## src/rtl/noc_injection_controller.sv

```systemverilog
`default_nettype none
// ============================================================================
// Module  : noc_injection_controller
// Purpose : Rate-limited round-robin packet injector with a network-wide cap.
// Revision: 1.0
// ============================================================================
module noc_injection_controller #(
    parameter int          NUM_NODES     = 16,
    parameter int          PIR           = 255,
    parameter int          MAX_INFLIGHT  = 32,
    parameter logic [31:0] RUN_CYCLES    = 32'd1000,
    parameter logic [31:0] DRAIN_TIMEOUT = 32'd4096
) (
    input  logic                 clk,
    input  logic                 reset,
    input  logic                 start,
    input  logic [NUM_NODES-1:0] src_busy,
    input  logic [NUM_NODES-1:0] pkt_delivered,
    output logic [NUM_NODES-1:0] send,
    output logic [1:0]           state,
    output logic [31:0]          inj_count,
    output logic [31:0]          dlv_count,
    output logic [7:0]           inflight,
    output logic                 done,
    output logic                 timeout,
    output logic                 error
);
    localparam int              c_PW         = (NUM_NODES > 1) ? $clog2(NUM_NODES) : 1;
    localparam int              c_IW         = c_PW + 1;
    localparam logic [c_IW-1:0] c_N          = c_IW'(NUM_NODES);
    localparam logic [8:0]      c_MAX        = 9'(MAX_INFLIGHT);
    localparam logic [7:0]      c_PIR        = 8'(PIR);
    localparam bit              c_PIR_ALL    = (PIR >= 255);
    localparam logic [31:0]     c_RUN_LAST   = RUN_CYCLES - 32'd1;
    localparam logic [31:0]     c_DRAIN_LAST = DRAIN_TIMEOUT - 32'd1;

    typedef enum logic [1:0] {
        S_IDLE  = 2'd0,
        S_RUN   = 2'd1,
        S_DRAIN = 2'd2,
        S_DONE  = 2'd3
    } state_t;

    state_t               r_state;
    logic                 r_start_d;
    logic [NUM_NODES-1:0] r_send;
    logic [c_PW-1:0]      r_ptr;
    logic [31:0]          r_cyc;
    logic [31:0]          r_inj;
    logic [31:0]          r_dlv;
    logic [7:0]           r_inflight;
    logic                 r_timeout;
    logic                 r_error;

    logic                 w_rise;
    logic                 w_run_last;
    logic [NUM_NODES-1:0] w_dlv;
    logic [NUM_NODES-1:0] w_elig;
    logic [NUM_NODES-1:0] w_grant;
    logic                 w_grant_any;
    logic [c_PW-1:0]      w_next_ptr;
    logic [31:0]          w_pop_send;
    logic [31:0]          w_pop_dlv;
    logic [31:0]          w_total;
    logic [31:0]          w_diff;
    logic                 w_underflow;
    logic [7:0]           w_inflight_next;
    logic [8:0]           w_slots;

    function automatic logic [31:0] popcount(input logic [NUM_NODES-1:0] v);
        logic [31:0] n;
        n = 32'd0;
        for (int i = 0; i < NUM_NODES; i++) n = n + {31'd0, v[i]};
        return n;
    endfunction

    function automatic logic [31:0] sat_add(input logic [31:0] a, input logic [31:0] b);
        logic [32:0] s;
        s = {1'b0, a} + {1'b0, b};
        return s[32] ? 32'hFFFF_FFFF : s[31:0];
    endfunction

    assign w_rise      = start & ~r_start_d;
    assign w_run_last  = (r_cyc == c_RUN_LAST);
    assign w_dlv       = (r_state == S_IDLE) ? '0 : pkt_delivered;
    assign w_pop_send  = popcount(r_send);
    assign w_pop_dlv   = popcount(w_dlv);
    assign w_total     = {24'd0, r_inflight} + w_pop_send;
    assign w_diff      = w_total - w_pop_dlv;
    assign w_underflow = (w_pop_dlv > w_total);

    always_comb begin
        if (w_underflow)             w_inflight_next = 8'd0;
        else if (w_diff > 32'd255)   w_inflight_next = 8'hFF;
        else                         w_inflight_next = w_diff[7:0];
    end

    // Slots are judged against next cycle's inflight so pulses already on send count.
    assign w_slots = ({1'b0, w_inflight_next} >= c_MAX) ? 9'd0 : (c_MAX - {1'b0, w_inflight_next});

    for (genvar gi = 0; gi < NUM_NODES; gi++) begin : g_node
        localparam int         c_SEED_I = (gi + 1) % 256;
        localparam logic [7:0] c_SEED   = (c_SEED_I == 0) ? 8'd1 : 8'(c_SEED_I);
        logic [7:0] r_lfsr;

        always_ff @(posedge clk or negedge reset) begin
            if (!reset)
                r_lfsr <= c_SEED;
            else if (r_state == S_RUN)
                r_lfsr <= {r_lfsr[6:0], r_lfsr[7] ^ r_lfsr[5] ^ r_lfsr[4] ^ r_lfsr[3]};
        end

        assign w_elig[gi] = ~src_busy[gi] & ~r_send[gi] & (c_PIR_ALL | (r_lfsr < c_PIR));
    end

    always_comb begin
        logic [8:0]      used;
        logic [c_IW-1:0] idx;
        w_grant    = '0;
        w_next_ptr = r_ptr;
        used       = 9'd0;
        idx        = '0;
        // No grants in the final RUN cycle: their pulse would land in DRAIN.
        if (r_state == S_RUN && !w_run_last) begin
            for (int k = 0; k < NUM_NODES; k++) begin
                idx = {1'b0, r_ptr} + c_IW'(k);
                if (idx >= c_N) idx = idx - c_N;
                if (w_elig[idx[c_PW-1:0]] && used < w_slots) begin
                    w_grant[idx[c_PW-1:0]] = 1'b1;
                    used       = used + 9'd1;
                    w_next_ptr = ((idx + c_IW'(1)) == c_N) ? '0 : c_PW'(idx + c_IW'(1));
                end
            end
        end
    end

    assign w_grant_any = |w_grant;

    always_ff @(posedge clk or negedge reset) begin
        if (!reset) begin
            r_state    <= S_IDLE;
            r_start_d  <= 1'b0;
            r_send     <= '0;
            r_ptr      <= '0;
            r_cyc      <= 32'd0;
            r_inj      <= 32'd0;
            r_dlv      <= 32'd0;
            r_inflight <= 8'd0;
            r_timeout  <= 1'b0;
            r_error    <= 1'b0;
        end else begin
            r_start_d  <= start;
            r_send     <= w_grant;
            r_inflight <= w_inflight_next;
            r_inj      <= sat_add(r_inj, w_pop_send);
            r_dlv      <= sat_add(r_dlv, w_pop_dlv);
            if (w_underflow) r_error <= 1'b1;

            case (r_state)
                S_IDLE, S_DONE: begin
                    if (w_rise) begin
                        r_state    <= S_RUN;
                        r_inj      <= 32'd0;
                        r_dlv      <= 32'd0;
                        r_inflight <= 8'd0;
                        r_error    <= 1'b0;
                        r_timeout  <= 1'b0;
                        r_cyc      <= 32'd0;
                        r_ptr      <= '0;
                    end
                end
                S_RUN: begin
                    if (w_grant_any) r_ptr <= w_next_ptr;
                    if (w_run_last) begin
                        r_state <= S_DRAIN;
                        r_cyc   <= 32'd0;
                    end else begin
                        r_cyc <= r_cyc + 32'd1;
                    end
                end
                S_DRAIN: begin
                    if (r_inflight == 8'd0) begin
                        r_state <= S_DONE;
                    end else if (r_cyc == c_DRAIN_LAST) begin
                        r_state   <= S_DONE;
                        r_timeout <= 1'b1;
                    end else begin
                        r_cyc <= r_cyc + 32'd1;
                    end
                end
                default: r_state <= S_IDLE;
            endcase
        end
    end

    assign send      = r_send;
    assign state     = r_state;
    assign inj_count = r_inj;
    assign dlv_count = r_dlv;
    assign inflight  = r_inflight;
    assign done      = (r_state == S_DONE);
    assign timeout   = r_timeout;
    assign error     = r_error;

endmodule
`default_nettype wire

```

## config.mk

```make
export PLATFORM = sky130hd
export DESIGN_NAME = noc_injection_controller
export DESIGN_NICKNAME = d
export VERILOG_FILES = /design/src/rtl/noc_injection_controller.sv
export SDC_FILE = /design/constraint.sdc
export NUM_CORES = 1
export LEC_CHECK = 0
export ABC_AREA = 1
export CAP_MARGIN = 20
export CORE_UTILIZATION = 54
export DETAILED_ROUTE_END_ITERATION = 10
export HOLD_SLACK_MARGIN = 0.05
export PLACE_DENSITY = 0.85
export SYNTH_ARGS = -nofsm -noshare
export SYNTH_HDL_FRONTEND = slang
export SYNTH_SLANG_ARGS = --single-unit
```

## constraint.sdc

```tcl
create_clock -name clk -period 32.6 [get_ports clk]
set_clock_uncertainty 0.1 [all_clocks]
set_input_delay 4.89 -clock clk [delete_from_list [all_inputs] [get_ports clk]]
set_output_delay 4.89 -clock clk [all_outputs]
set_load 0.02 [all_outputs]
```

======== Word-level counts from Yosys, hierarchy flattened ========
Index checks and enable logic that the tools add are counted.
word-level totals
  bits in registers ....................... 129
  input bits .............................. 35
  output and inout port bits .............. 93
  logic and storage cells ................. 536
cells by class
  add/sub/neg operators ................... 97
  magnitude comparators ................... 67
  equality and inequality tests ........... 30
  muxes and demuxes ....................... 223
  bitwise logic cells ..................... 65
  reductions and logical operators ........ 44
operators with widths
  operator                                                                             number
  16-bit two-way mux                                                                   33
  32-bit two-way mux                                                                   10
  9-bit two-way mux                                                                    30
  16-bit bitwise OR                                                                    15
  5-bit two-way mux                                                                    32
  4-bit two-way mux                                                                    35
  9-bit < comparator                                                                   15
  9-bit by 1-bit adder with 9-bit output, second input constant                        14
  32-bit one-hot mux with 3 select lines                                               1
  5-bit by 1-bit adder with 5-bit output, second input constant                        16
  5-bit == test, second input constant                                                 16
  4-bit by 5-bit < comparator with 1-bit output, second input constant                 16
  5-bit greater-or-equal comparator, second input constant                             15
  5-bit subtractor, second input constant                                              15
  32-bit by 16-bit adder with 33-bit output                                            2
  1-bit binary-select mux with 4-bit select                                            16
  1-bit demux with 4-bit select                                                        16
  4-bit by 1-bit greater-or-equal comparator with 1-bit output, second input constant  16
  4-bit by 4-bit adder with 5-bit output, second input constant                        8
  1-bit two-way mux                                                                    39
  1-bit logical AND                                                                    33
  1-bit NOT                                                                            33
  15-bit by 1-bit adder with 16-bit output                                             2
  32-bit by 1-bit adder with 32-bit output, second input constant                      1
  49 further kinds                                                                     97

======== Logic depth before layout (Yosys ltp) ========
  word-level depth ........................ 90
  gate-level depth with buffers ........... 207
  mapped depth without buffers ............ 203

======== Least setup slack after synthesis ========
OpenSTA, ideal clock, no wires.
  path kind ............................... input to register
  from .................................... in pkt_delivered[11]
  to ...................................... reg r_ptr[2]
  setup time .............................. 0.124 ns
  arrival ................................. 33.839 ns
  data required time ...................... 32.376 ns
  setup slack ............................. -1.463 ns
  cell stages on the path ................. 188
  buffers on the path ..................... 9
  path through ............................ nand2_1 > fa_1 > inv_1 > fa_1 > inv_1 > fa_1 > fa_1 > inv_1 > ha_1 > fa_1 > fa_1 > nand3b_1 > nand2_1 > a21oi_1 > nand3_2 > nor2_4 > ha_1 > inv_1 > [152 not listed] > buf_8 > nor2_1 > nand3_1 > xor2_1 > ha_1 > nand4_1 > a31oi_1 > nor4_1 > clkbuf_1 > nand3_1 > nand2_1 > o21ai_1 > nand2_1 > nor2_2 > nand3_2 > nand2_2 > nand2_1 > o21ai_1
on the way
  longest elaborated chain between the ends .. 79
  elaborated cells between the ends (all ways) .. 159
  classes of those cells .................. 21 x add/sub; 19 x order compare; 2 x eq/ne; 84 x mux; 15 x bitwise; 18 x reduce/logical
RTL lines
  item                                                       line  RTL
  start, declared                                            18    input logic [NUM_NODES-1:0] pkt_delivered,
  16-bit two-way mux *                                       85    assign w_dlv = (r_state == S_IDLE) ? '0 : pkt_delivered;
  11-bit by 1-bit adder with 12-bit output *                 73    for (int i = 0; i < NUM_NODES; i++) n = n + {31'd0, v[i]};
  12-bit by 1-bit adder with 13-bit output *                 73
  13-bit by 1-bit adder with 14-bit output *                 73
  14-bit by 1-bit adder with 15-bit output *                 73
  15-bit by 1-bit adder with 16-bit output *                 73
  17-bit by 16-bit subtractor with 18-bit output             89    assign w_diff = w_total - w_pop_dlv;
  32-bit by 8-bit greater-than comparator with 1-bit output  94    else if (w_diff > 32'd255) w_inflight_next = 8'hFF;
  [63 not listed]                                            --
  9-bit two-way mux                                          124   if (r_state == S_RUN && !w_run_last) begin
  9-bit < comparator                                         128   if (w_elig[idx[c_PW-1:0]] && used < w_slots) begin
  1-bit logical AND                                          128
  16-bit two-way mux                                         128
  16-bit two-way mux                                         124
  16-bit OR reduction                                        137   assign w_grant_any = |w_grant;
  2-bit != test (no line)                                    --
  5-bit AND reduction (no line)                              --
  end signal, assigned                                       173   if (w_grant_any) r_ptr <= w_next_ptr;
  end, declared                                              47    logic [c_PW-1:0] r_ptr;
Mark *: on every way between the ends. The rest lies on a longest branch, timed or not. The select of a mux whose other input is x is not followed.
A chain may end at the register's enable or synchronous reset.

======== Final worst setup path ========
  from .................................... in pkt_delivered[7]
  to ...................................... reg r_ptr[3]
on the way
  longest elaborated chain between the ends .. 83
  elaborated cells between the ends (all ways) .. 163
  classes of those cells .................. 25 x add/sub; 19 x order compare; 2 x eq/ne; 84 x mux; 15 x bitwise; 18 x reduce/logical
RTL lines
  item                                        line
  16-bit two-way mux *                        85
  7-bit by 1-bit adder with 8-bit output *    73
  8-bit by 1-bit adder with 9-bit output *    73
  9-bit by 1-bit adder with 10-bit output *   73
  10-bit by 1-bit adder with 11-bit output *  73
  11-bit by 1-bit adder with 12-bit output *  73
  12-bit by 1-bit adder with 13-bit output *  73
  13-bit by 1-bit adder with 14-bit output *  73
  [67 not listed]                             --
  9-bit two-way mux                           124
  9-bit < comparator                          128
  1-bit logical AND                           128
  16-bit two-way mux                          128
  16-bit two-way mux                          124
  16-bit OR reduction                         137
  2-bit != test (no line)                     --
  5-bit AND reduction (no line)               --
Marked as above.

==> results.md <==
* Total track usage at 39.67%
* Die footprint at 30410 sq um
* Clk root buf: clkbuf_16
* Rel. slew slack at 25.32%
* Routability cong. at 1.180
* Initial drt markers at 2476
* Status: finished, final reports clean
* First-pass GRT wire length at 95.25 mm
* Sequential cell area at 3228 sq um
* Placement row count at 62
* Worst skew pair latency at 0.44 ns
* DR DRC count at 0
* Die X at 174.4 um
* Vias in the first global route at 17760
* Area of the multi-input gates at 12150 sq um
* XOR/XNOR share of the synthesized area at 4.148%
* FF+latch count, synth at 129
* Core area at 28940 sq um
* Placed inst area at 18080 sq um
* # nets final at 2930
* Hold crit path type: reg -> reg
* Drt via density at 6.177
* CTS tree: built
* Largest net degree at the start of global routing at 69
* Final Cell Area at 20430 sq um
* Kind of critical path: in -> reg
* Crit share post-route at 99.45%
* CTS Sinks at 129
* Slew @ Worst Pin at 1.110 ns
* Number of diodes at 0
* Synthesized area at 16050 sq um
* Startpoint Class: input pin
* Post-synthesis adder-cell area fraction at 14.77%
* Synth Area in Simple Gates at 30.38%
* Leading area contributor after synthesis: dfrtp_1
* Ys flop type: dfrtp_1
* Crit-path most repeated cell: nand2_2
* Finished Core Util at 70.59%
* Hold Vio Cnt, Final at 0
* H-tree depth at 4
* Drt wl/cell at 20.77 um
* DR pass1 iterations at 7
* Synth Area in Compound Gates at 17.59%
* Post-Synthesis Cells at 2477
* Count of max-cap constraint violations at 0
* Layout cells sized above 1 at 16.72%
* Die height at 174.4 um
* Starting density of the core at 55.47%
* Antenna Nets Post-Route at 0
* CTS buffer count at 17
* Port Buf Inserts at 127
* WP data required at 32.86 ns
* EDFF count, synth at 0
* WP data arrival at 32.68 ns
* CP Capture Type: register
* Boundary Pins at 128
* Sequential area share after synthesis at 20.11%
* Final worst path period need at 32.42 ns
* Fmax at 30.84 MHz
* WL final at 64.73 mm
* Filler instances at 2247
* Dpl hpwl at 45.93 mm
* Post-synthesis mux area share at 1.380%
* Via Count at 19250
* Main combinational cell family by area after synthesis: simple AND/OR/NAND/NOR gates
* Syn avg cell area at 6.479 sq um
* Initial antenna violation count at 0
* Setup violations, final at 0
* Total grt overflow at 0
* Top cell type's share of synthesized area at 20.11%
* Crit path largest cell delay at 0.56 ns
* CP max FO at 12
* Yosys warnings at 0
* Async SR Flop Fraction at 100.0%
* Clock slew at reported path FFs at 0.06 ns
* Max stage delay cell, worst path: fa_1
* CTS max path bufs at 2
* Synth-to-Final Area Change at 27.27%
* Post-CTS Hold Buffers at 0
* Main area contributors after synthesis: dfrtp_1 20%, ha_1 12%, nand2_1 11%
* Synth unique cells at 62
* Final Slew Violations at 0
==> area by class of cell <==
| type | count | area share [%] |
|---|---|---|
| sequential | 129 | 15.80 |
| clock buffer | 19 | 2.168 |
| timing repair buffer | 264 | 11.75 |
| inverter | 413 | 7.743 |
| multi-input combinational | 1895 | 59.50 |
| tap | 384 | 2.352 |
| clock inverter | 13 | 0.6861 |
==> worst max-delay path: cells and delay by family <==
| family | cells | cell delay, ns |
|---|---|---|
| simple gates | 80 | 9.14 |
| fa+ha+maj | 21 | 6.50 |
| compound gates | 37 | 6.28 |
| buf+inv | 41 | 4.36 |
| xor+xnor | 8 | 1.46 |
==> per-layer routing <==
layer | global-route usage, % | wire (um) | up-vias
met2 | 62.88 | 28510 | 1293
met5 | 0 | 0 | -
met3 | 10.04 | 7388 | 343
li1 | - | - | 8653
met4 | 17.76 | 3896 | 0
met1 | 50.77 | 24940 | 8965
==> synthesized netlist by cell type (6+ instances only) <==
library cell / n
o21ai_0: 156
buf_2: 9
o221ai_1: 8
a221o_1: 8
nor4_1: 22
nand2_2: 46
nand2_1: 480
dfrtp_1: 129
ha_1: 151
mux2i_1: 21
o22ai_1: 15
o2111ai_1: 24
clkbuf_1: 57
o211ai_1: 14
nor2_2: 6
o21a_1: 10
a211oi_1: 10
fa_1: 24
nor2_1: 303
a221oi_1: 12
nand3_1: 119
nor3_1: 55
inv_1: 396
o21ai_1: 9
nand4_1: 45
xor2_1: 60
nand3b_1: 9
xnor2_1: 16
clkinv_1: 12
nand3_2: 9
a31oi_1: 27
a21oi_1: 156
==> path summary, 6_finish.rpt <==
| path | endpoint | slack [ns] | startpoint | cells past startpoint |
|---|---|---|---|---|
| worst max-delay path | r_ptr[3]$_DFFE_PN0P_ | 0.18 | pkt_delivered[7] | 187 |
| worst max register to register | r_ptr[3]$_DFFE_PN0P_ | 3.06 | send[0]$_DFF_PN0_ | 188 |
| worst min-delay path | error$_DFF_PN0_ | 0.43 | error$_DFF_PN0_ | 2 |
| worst min register to register | error$_DFF_PN0_ | 0.43 | error$_DFF_PN0_ | 2 |
| min in group asynchronous | dlv_count[27]$_DFF_PN0_ | 4.44 | reset | 1 |
| max in group asynchronous | r_cyc[29]$_DFFE_PN0P_ | 26.60 | reset | 2 |
==> what timing repair did <==
| action | in CTS | in global routing |
|---|---|---|
| buffers inserted | 20 | 65 |
| endpoints found under the setup margin | 20 | 20 |
| pin swaps | 12 | 150 |
| cloned | 0 | 1 |
| gates resized for setup | 16 | 269 |
==> cells by family after synthesis <==
| kind of cell | Yosys count |
|---|---|
| simple gates | 1113 |
| flops | 129 |
| xor+xnor | 76 |
| other cells | 2 |
| compound gates | 475 |
| buf+inv | 485 |
| fa+ha+maj | 175 |
| mux | 22 |
==> registers in the layout, indices dropped and copies added (netlist names) <==
register	flops
r_ptr	4
r_cyc	32
r_start_d	1
state	2
timeout	1
error	1
inflight	8
dlv_count	32
send	16
inj_count	32
==> per-stage QoR <==
stage                     std cells  hold WS (ns)  setup slack, ns  setup TNS, ns
after CTS                      3048        0.4149          0.02320              0
final                          3117        0.4285           0.1791              0
after floorplan                2508        0.3566          0.01247              0
after global placement         2995        0.3753          -0.2895         -1.099
after detailed placement       2996        0.3976           -1.848         -26.98
after global routing           3117        0.4445           -1.265         -15.25
==> layout by cell type (no fill, tap or decap), drive strengths merged, types with 5 or more instances in the layout <==
cell type | Yosys | layout
nand2 | 531 | 532
inv | 401 | 410
nor2 | 310 | 310
o21ai | 168 | 168
a21oi | 156 | 156
ha | 151 | 151
buf | 15 | 138
dfrtp | 129 | 129
nand3 | 129 | 129
clkdlybuf4s50 | 0 | 117
xor2 | 60 | 60
nor3 | 55 | 55
nand4 | 45 | 45
conb | 2 | 33
a31oi | 27 | 27
o2111ai | 24 | 24
fa | 24 | 24
nor4 | 22 | 22
clkbuf | 57 | 22
mux2i | 21 | 21
xnor2 | 16 | 16
o211ai | 15 | 15
o22ai | 15 | 15
a221oi | 12 | 12
clkinv | 12 | 12
o21a | 10 | 10
a211oi | 10 | 10
nand3b | 9 | 9
a221o | 8 | 8
o221ai | 8 | 8
dlymetal6s2s | 0 | 6
or2 | 5 | 5
Power is left out: the tool's default activity adds up to more than one toggle a clock period on the data nets, which glitch-free logic cannot reach.
